<file path="src/rtl/mda_vram_sequencer.sv">
// mda_vram_sequencer
//   Character-clock sequencer and VRAM arbiter for the MDA display path.
//   An 18-phase counter (clk_seq) paces each character time. Phases 0 and 1
//   fetch the character and attribute bytes for the CRTC address. CPU
//   accesses are confined to fixed slots inside the character, so the
//   display fetch never stalls.
//
//   Build option: define MDA_SEQ_FAST_CPU_EN for four CPU slots
//   (phases 6, 9, 12, 15). Without it, the two slots are CPU_SLOT_A and
//   CPU_SLOT_B.
//
// Ports
//   clk, reset                 pixel clock; asynchronous active-high reset
//   crtc_addr[10:0]            character address, sampled at phase 17
//   crtc_clk                   character-clock enable (phase 17)
//   clk_seq[4:0]               phase counter 0..17
//   vram_read_char / _att      phase 1 / phase 2 strobes
//   charrom_read, disp_pipeline phase 17 strobes
//   vram_addr/we/din           synchronous VRAM port
//   vram_dout[7:0]             VRAM data, one cycle after the address
//   cpu_req/we/addr/wdata      CPU request (level, held until cpu_ack)
//   cpu_rdata[7:0], cpu_ack    read data and single-cycle completion pulse
module mda_vram_sequencer #(
    parameter int CPU_SLOT_A = 6,
    parameter int CPU_SLOT_B = 12
) (
    input  logic        clk,
    input  logic        reset,
    input  logic [10:0] crtc_addr,
    output logic        crtc_clk,
    output logic [4:0]  clk_seq,
    output logic        vram_read_char,
    output logic        vram_read_att,
    output logic        charrom_read,
    output logic        disp_pipeline,
    output logic [11:0] vram_addr,
    output logic        vram_we,
    output logic [7:0]  vram_din,
    input  logic [7:0]  vram_dout,
    input  logic        cpu_req,
    input  logic        cpu_we,
    input  logic [11:0] cpu_addr,
    input  logic [7:0]  cpu_wdata,
    output logic [7:0]  cpu_rdata,
    output logic        cpu_ack
);

    typedef enum logic [1:0] {
        S_IDLE,
        S_PEND,
        S_ACCESS,
        S_DONE
    } cpu_state_t;

`ifndef MDA_SEQ_FAST_CPU_EN
    if (CPU_SLOT_A < 4 || CPU_SLOT_A > 15 || CPU_SLOT_B < 4 || CPU_SLOT_B > 15 ||
        CPU_SLOT_B < CPU_SLOT_A + 3) begin : g_bad_slots
        $error("mda_vram_sequencer: illegal CPU slot parameters");
    end

    localparam logic [4:0] PRE_A = 5'(CPU_SLOT_A - 1);
    localparam logic [4:0] PRE_B = 5'(CPU_SLOT_B - 1);
`endif

    cpu_state_t  state, state_next;
    logic        acc_half;        // second cycle of ACCESS (RAM data returning)
    logic        we_lat;
    logic [10:0] crtc_addr_lat;
    logic [4:0]  seq_next;
    logic        grant;

    // True in the cycle just before a CPU slot: the request is latched at
    // this edge so the access is presented during the slot phase itself.
    function automatic logic is_pre_slot(input logic [4:0] seq);
`ifdef MDA_SEQ_FAST_CPU_EN
        return (seq == 5'd5) || (seq == 5'd8) || (seq == 5'd11) || (seq == 5'd14);
`else
        return (seq == PRE_A) || (seq == PRE_B);
`endif
    endfunction

    assign seq_next = (clk_seq == 5'd17) ? 5'd0 : clk_seq + 5'd1;
    assign grant    = (state == S_PEND) && cpu_req && is_pre_slot(clk_seq);

    always_ff @(posedge clk or posedge reset) begin
        if (reset) begin
            state    <= S_IDLE;
            acc_half <= 1'b0;
        end else begin
            state    <= state_next;
            acc_half <= (state == S_ACCESS) && !acc_half;
        end
    end

    // DONE is the ack cycle; a request still held there is ignored so the
    // same request is not served twice.
    always_comb begin
        state_next = state;
        case (state)
            S_IDLE:   if (cpu_req) state_next = S_PEND;
            S_PEND: begin
                if (!cpu_req)   state_next = S_IDLE;
                else if (grant) state_next = S_ACCESS;
            end
            S_ACCESS: if (acc_half) state_next = S_DONE;
            S_DONE:   state_next = S_IDLE;
            default:  state_next = S_IDLE;
        endcase
    end

    always_ff @(posedge clk or posedge reset) begin
        if (reset) begin
            clk_seq        <= 5'd0;
            crtc_clk       <= 1'b0;
            vram_read_char <= 1'b0;
            vram_read_att  <= 1'b0;
            charrom_read   <= 1'b0;
            disp_pipeline  <= 1'b0;
            vram_addr      <= 12'd0;
            vram_we        <= 1'b0;
            vram_din       <= 8'd0;
            cpu_rdata      <= 8'd0;
            cpu_ack        <= 1'b0;
            crtc_addr_lat  <= 11'd0;
            we_lat         <= 1'b0;
        end else begin
            // Strobes are decoded from the next phase so they are high
            // exactly while clk_seq shows their phase.
            clk_seq        <= seq_next;
            crtc_clk       <= (seq_next == 5'd17);
            charrom_read   <= (seq_next == 5'd17);
            disp_pipeline  <= (seq_next == 5'd17);
            vram_read_char <= (seq_next == 5'd1);
            vram_read_att  <= (seq_next == 5'd2);
            vram_we        <= 1'b0;

            if (clk_seq == 5'd17) begin
                crtc_addr_lat <= crtc_addr;
                vram_addr     <= {crtc_addr, 1'b0};
            end else if (clk_seq == 5'd0) begin
                vram_addr     <= {crtc_addr_lat, 1'b1};
            end else if (grant) begin
                vram_addr <= cpu_addr;
                vram_din  <= cpu_wdata;
                vram_we   <= cpu_we;
                we_lat    <= cpu_we;
            end

            if (state == S_ACCESS && acc_half && !we_lat)
                cpu_rdata <= vram_dout;
            cpu_ack <= (state == S_ACCESS) && acc_half;
        end
    end

endmodule

</file>
<file path="config.mk">
export PLATFORM = sky130hd
export DESIGN_NAME = mda_vram_sequencer
export DESIGN_NICKNAME = d
export VERILOG_FILES = /design/src/rtl/mda_vram_sequencer.sv
export SDC_FILE = /design/constraint.sdc
export NUM_CORES = 1
export LEC_CHECK = 0
export BUFFER_PORTS_ARGS = -buffer_cell sky130_fd_sc_hd__buf_2
export CAP_MARGIN = 20
export CORE_AREA = 2 2 77 79
export DETAILED_ROUTE_END_ITERATION = 8
export DIE_AREA = 0 0 79 81
export GPL_TIMING_DRIVEN = 0
export MAX_ROUTING_LAYER = met4
export PLACE_DENSITY_LB_ADDON = 0.2
export SLEW_MARGIN = 20
export SYNTH_ARGS = -nofsm -noshare
export SYNTH_HDL_FRONTEND = slang
export SYNTH_SLANG_ARGS = --single-unit
</file>
<file path="constraint.sdc">
create_clock -name clk -period 2.1 [get_ports clk]
set_input_delay 0.42 -clock clk [delete_from_list [all_inputs] [get_ports clk]]
set_output_delay 0.42 -clock clk [all_outputs]
set_load 0.05 [all_outputs]
</file>
### Word level (Yosys, flattened, before mapping)

Index checks and enable logic that the tools add are counted.

| storage, ports and cells | value |
|---|---|
| logic and storage cells | 53 |
| output and inout bits | 40 |
| bits of input ports | 43 |
| bits in registers | 53 |

| cells by class | value |
|---|---|
| add/sub/neg operators | 1 |
| bitwise operators | 2 |
| equality and inequality tests | 12 |
| reductions and logical operators | 13 |
| multiplexer cells | 12 |

Operator list:

| kind | number |
|---|---|
| two-way mux 12 bit | 3 |
| == test 5 bit, second input constant | 2 |
| two-way mux 2 bit | 4 |
| one-hot mux 2 bit (4 select lines) | 1 |
| AND reduction 3 bit | 2 |
| adder 5 x 1 -> 5 bit, second input constant | 1 |
| == test 5 x 1 -> 1 bit, second input constant | 1 |
| == test 5 x 2 -> 1 bit, second input constant | 1 |
| == test 5 x 3 -> 1 bit, second input constant | 1 |
| == test 5 x 4 -> 1 bit, second input constant | 1 |
| logical AND 1 bit | 5 |
| logical NOT 5 bit | 1 |
| two-way mux 5 bit | 1 |
| == test 2 bit, second input constant | 2 |
| inequality test 2 bit, second input constant | 2 |
| two-way mux 1 bit | 3 |
| inequality test 3 bit, second input constant | 1 |
| nonzero test 3 bit | 1 |
| == test 2 x 1 -> 1 bit, second input constant | 1 |
| logical NOT 1 bit | 2 |
| logical NOT 2 bit | 1 |
| NOT 1 bit | 2 |
| logical OR 1 bit | 1 |

### Depth between registers and ports, before layout

| logic depth | value |
|---|---|
| depth in word-level cells | 6 |
| gate-level depth with buffers | 8 |
| mapped depth without buffers | 6 |

### Worst setup path after synthesis

No wires, ideal clock.

| path | value |
|---|---|
| path kind | reg-to-reg |
| start point | register clk_seq[0] |
| end point | register vram_addr[11] |
| buffers on the path | 1 |
| setup time | 0.125 ns |
| data required time | 1.975 ns |
| cell stages (with the launch flop) | 7 |
| clock period less this slack | 2.133 ns |
| arrival | 2.008 ns |
| slack | -0.033 ns |
| cells stage by stage | dfrtp_1 > inv_1 > ha_1 > mux2_2 > a21oi_2 > buf_6 > mux2_4 |

| between the ends | value |
|---|---|
| word-level cells in the longest chain between the ends | 4 |
| elaborated cells on any way between the ends | 9 |
| those cells by class | 3 x eq/ne; 2 x mux; 4 x reduce/logical |

Ends and longest elaborated chain:

| item | line | text |
|---|---|---|
| from (decl) | 31 | `output logic [4:0] clk_seq,` |
| from (signal assigned) | 129 | `clk_seq <= seq_next;` |
| == test 5 x 3 -> 1 bit or == test 5 x 4 -> 1 bit (tied branches) | 78 | `return (seq == PRE_A) \|\| (seq == PRE_B);` |
| logical OR 1 bit | 78 |  |
| logical AND 1 bit | 83 | `assign grant = (state == S_PEND) && cpu_req && is_pre_slot(clk_seq);` |
| nonzero test 3 bit (no line) | - |  |
| to (signal assigned) | 139 | `vram_addr <= {crtc_addr, 1'b0};` |
| to (signal assigned) | 141 | `vram_addr <= {crtc_addr_lat, 1'b1};` |
| to (signal assigned) | 143 | `vram_addr <= cpu_addr;` |
| to (decl) | 36 | `output logic [11:0] vram_addr,` |

Parallel ways exist; a longest one is shown, timed or not.
A chain may end at the register's enable or synchronous reset.

### Worst setup path after layout

| path | value |
|---|---|
| start point | register clk_seq[0] |
| end point | register vram_addr[9] |

The elaborated chain is that of the path after synthesis.

==> tab_implementation.tex <==
\begin{tabular}{lr}
\hline
Metric & Value \\
\hline
\multicolumn{2}{l}{\textbf{Global routing}} \\
Initial antenna violation count & 0 \\
Global Route Usage Sum & 16.4\% \\
Global-route wire length before repair & between 7000 and 8000 um \\
Remaining global-route overflow & 0 \\
Number of global-route vias before repair & 1761 \\
Largest net degree at the start of global routing & 54 \\
\multicolumn{2}{l}{\textbf{Synth}} \\
Main synth FF type & dfrtp\_1 \\
Number of synthesized register bits & 53 \\
Mean instance size in the synthesized netlist & $\sim$12 um\^{}2 \\
Synth warnings & 0 \\
Syn Nets & 245 \\
Cell area after synthesis & about 0.0024 mm\^{}2 \\
Distinct cell type count after synthesis & 37 \\
Synth Instances & roughly 200 \\
Sequential area share after synthesis & 54.4\% \\
Fraction of registers with async set/reset & 100\% \\
Post-synth EDFFs & 0 \\
\multicolumn{2}{l}{\textbf{Clocking}} \\
Clock transition at the register clock pins on the worst setup and hold paths after CTS & approximately 0.1 ns \\
TritonCTS clock tree & built \\
Post-cts hold buffer count & 0 \\
Number of buffers on the longest clock path & 2 \\
\# clock sinks & 53 \\
Clock root buffer & clkbuf\_8 \\
H-tree depth reported by CTS & 2 \\
Total CTS buffers & 5 \\
Insertion delay of the later-clocked pin in the worst-skew pair & just over 0.3 ns \\
\multicolumn{2}{l}{\textbf{Setup path}} \\
Slowest-stage cell, CP & dfrtp\_2 \\
Critical path fanouts, max & 10 \\
Cell-by-cell trace of the critical path & inv\_1, ha\_1, nor4b\_4, buf\_6, mux2i\_1, o21ai\_1, mux2\_1 \\
Worst EP required & between 2 and 2.5 ns \\
Type of destination of the critical path & register \\
Top cell family by delay on the critical path & multiplexers \\
Kind of launch point of the worst setup path & register \\
Number of buffer and inverter instances along the worst setup path & 2 \\
Worst Path Class, Setup & register to register \\
Largest stage delay, worst path & about 0.46 ns \\
WP data arrival & approximately 2.1 ns \\
\multicolumn{2}{l}{\textbf{Floorplanning}} \\
Die footprint & around 0.0064 mm\^{}2 \\
Starting Density & between 40\% and 50\% \\
Die Y-Extent & just over 80 um \\
Die X-Extent & approximately 79 um \\
Area inside the core boundary & between 0.005 and 0.006 mm\^{}2 \\
\# IOs & slightly above 80 \\
Site row count & 28 \\
\multicolumn{2}{l}{\textbf{Routing}} \\
Iteration count of the initial detailed-routing pass & 4 \\
Number of vias per cell after detailed routing & approximately 4.7 \\
Metal1 wirelength & 2230 um \\
DRC marker count from the first detailed-route iteration & 72 \\
Total DRC errors in the routed layout & 0 \\
Routed via count & 1726 \\
Routed wire length & 4780 um \\
WL met3 & 268 um \\
Average wire per cell in the routed design & $\sim$13 um \\
Highest signal layer in the routed design & met4 \\
Met2 wirelength from detailed routing & around 2200 um \\
Post-route ant nets & 0 \\
\multicolumn{2}{l}{\textbf{Timing}} \\
Number of hold violations in the final report & 0 \\
Ratio of final minimum period to clock period & roughly nine tenths \\
Tightest slew margin relative to the limit & around 57\% \\
Min Hold Slack & $\sim$0.18 ns \\
Unrepaired setup endpoints after global routing & no \\
Final setup skew & approximately 0.012 ns \\
Worst-Margin Slew & about 0.64 ns \\
Fmax & 518 MHz \\
Final setup violating endpoints & 0 \\
Final critical path time including I/O delays and setup & roughly 1.9 ns \\
Max-slew violation count & 0 \\
\multicolumn{2}{l}{\textbf{Final layout}} \\
Final Non-Filler Cells & between 300 and 400 \\
Area delta synth->final & 24.7\% \\
Number of fillers in the final layout & 512 \\
Most frequent standard cell in the layout excluding fill and tap cells & buf\_2 \\
Final \#Nets & between 300 and 400 \\
Most used cells in the layout excluding fill and tap cells & 84 x buf\_2, 51 x dfrtp\_1, 34 x nand2\_1, 19 x mux2\_2, 11 x mux2i\_1 \\
Ratio of cells with drive above 1 in the final layout & a little under half \\
Antenna cell count & 0 \\
\multicolumn{2}{l}{\textbf{Placed design}} \\
RD Place Congestion & between 0.7 and 0.8 \\
Number of buffers inserted by port buffering & a little over 80 \\
Detailed-placement wirelength estimate & between 3000 and 4000 um \\
Inst Count DP & roughly 360 \\
\multicolumn{2}{l}{\textbf{Pwr}} \\
Static Leak & between 0.0015 and 0.002 uW \\
Power density of the placed cells & approximately 690 mW/mm\^{}2 \\
Peak VDD IR & about 350 uV \\
\multicolumn{2}{l}{\textbf{Outcome}} \\
Run status & complete, no violations \\
\multicolumn{2}{l}{\textbf{Run}} \\
\# Max-Cap Violations & 0 \\
\multicolumn{2}{l}{\textbf{Min path}} \\
Tightest Hold Check Type & input pin to asynchronous set/reset pin \\
\hline
\end{tabular}
## state kept, by name (all words and copies together) (netlist names), named ones only
name / count
vram_addr: 12
crtc_addr_lat: 11
cpu_rdata: 8
vram_din: 8
clk_seq: 5
acc_half: 1
cpu_ack: 1
disp_pipeline: 1
state: 1
vram_read_att: 1
vram_read_char: 1
vram_we: 1
we_lat: 1
## through the flow
step	area [um^2]	utilization [%]	setup TNS (ns)	total power (uW)	setup slack [ns]
floorplan	2440	-	0	1430	0.0596
global route	3040	53.5	0	2200	0.0126
global placement	2940	51.9	-17.49	1540	-0.493
CTS	3030	53.4	0	2130	0.0852
detailed placement	2950	51.9	0	1550	0.0982
finish	3040	53.5	0	2100	0.170
## worst reg2reg max path, delay by kind of cell, from the launching register on
kind	cells	cell delay, ns
mux	2	0.48
flops	1	0.46
buf+inv	2	0.32
simple gates	1	0.27
fa+ha+maj	1	0.22
compound gates	1	0.08
## routing by layer
| metal | track usage (%) | vias to the layer above |
|---|---|---|
| li1 | - | 853 |
| met1 | 19.6 | 813 |
| met2 | 27.9 | 54 |
| met3 | 3.78 | 6 |
| met4 | 4.66 | 0 |
| met5 | - | - |
## logic make-up after synthesis
family / share of synthesized area (%)
compound gates: 5.24
xor+xnor: 0.719
fa+ha+maj: 1.54
buf+inv: 4.62
flops: 54.4
mux: 19.3
simple gates: 14.1
## path summary, 6_finish.rpt
check	from	endpoint	slack [ns]	depth (start not counted)
worst max-delay path	clk_seq[0]	vram_addr[9]	0.17	7
worst min-delay path	reset	vram_din[5]	0.18	2
worst max register to register	clk_seq[0]	vram_addr[9]	0.17	7
worst min register to register	acc_half	acc_half	0.43	1
max in group asynchronous	reset	clk_seq[1]	1.43	2
min in group clk	crtc_addr[4]	crtc_addr_lat[4]	0.31	3
## cells in the mapped netlist, types with 2 or more instances
cell      number  area (um^2)
ha_1           3         37.5
nand3_1        2         10.0
and4_1         2         17.5
nor2b_1        3         18.8
nand2_1       34          128
mux2i_1       11          110
o21ai_0        6         30.0
mux2_4         9          135
dfrtp_1       53         1330
buf_2          3         15.0
buf_4          5         37.5
o21ai_1        8         40.0
a21oi_1        3         15.0
buf_6          3         33.8
inv_1          6         22.5
nand2b_1       5         31.3
nor3_1         2         10.0
mux2_2        19          214
nor2_1         4         15.0
## layout make-up
type / instances / area, um^2 / area share (%)
plain buffers: 12 / 92.6 / 3.05
clock buffers: 6 / 72.6 / 2.39
clock inverters: 2 / 15.0 / 0.494
inverters: 6 / 25.0 / 0.824
multi-input cells: 128 / 1000 / 32.9
flip-flops and latches: 53 / 1330 / 43.7
well taps: 75 / 93.8 / 3.09
repair buffers: 82 / 410 / 13.5
## where the power goes
part	switching, uW	internal (uW)	total (uW)
clock	339	236	575
combinational	273	127	400
sequential	33.5	1090	1120
total	645	1450	2100
## repair_timing
item / CTS / global route
setup endpoints to repair: 0 / 7
resized for setup: 0 / 2
hold endpoints to repair: 0 / 0
setup buffers: 0 / 0
Power figures use the tool's default switching activity.
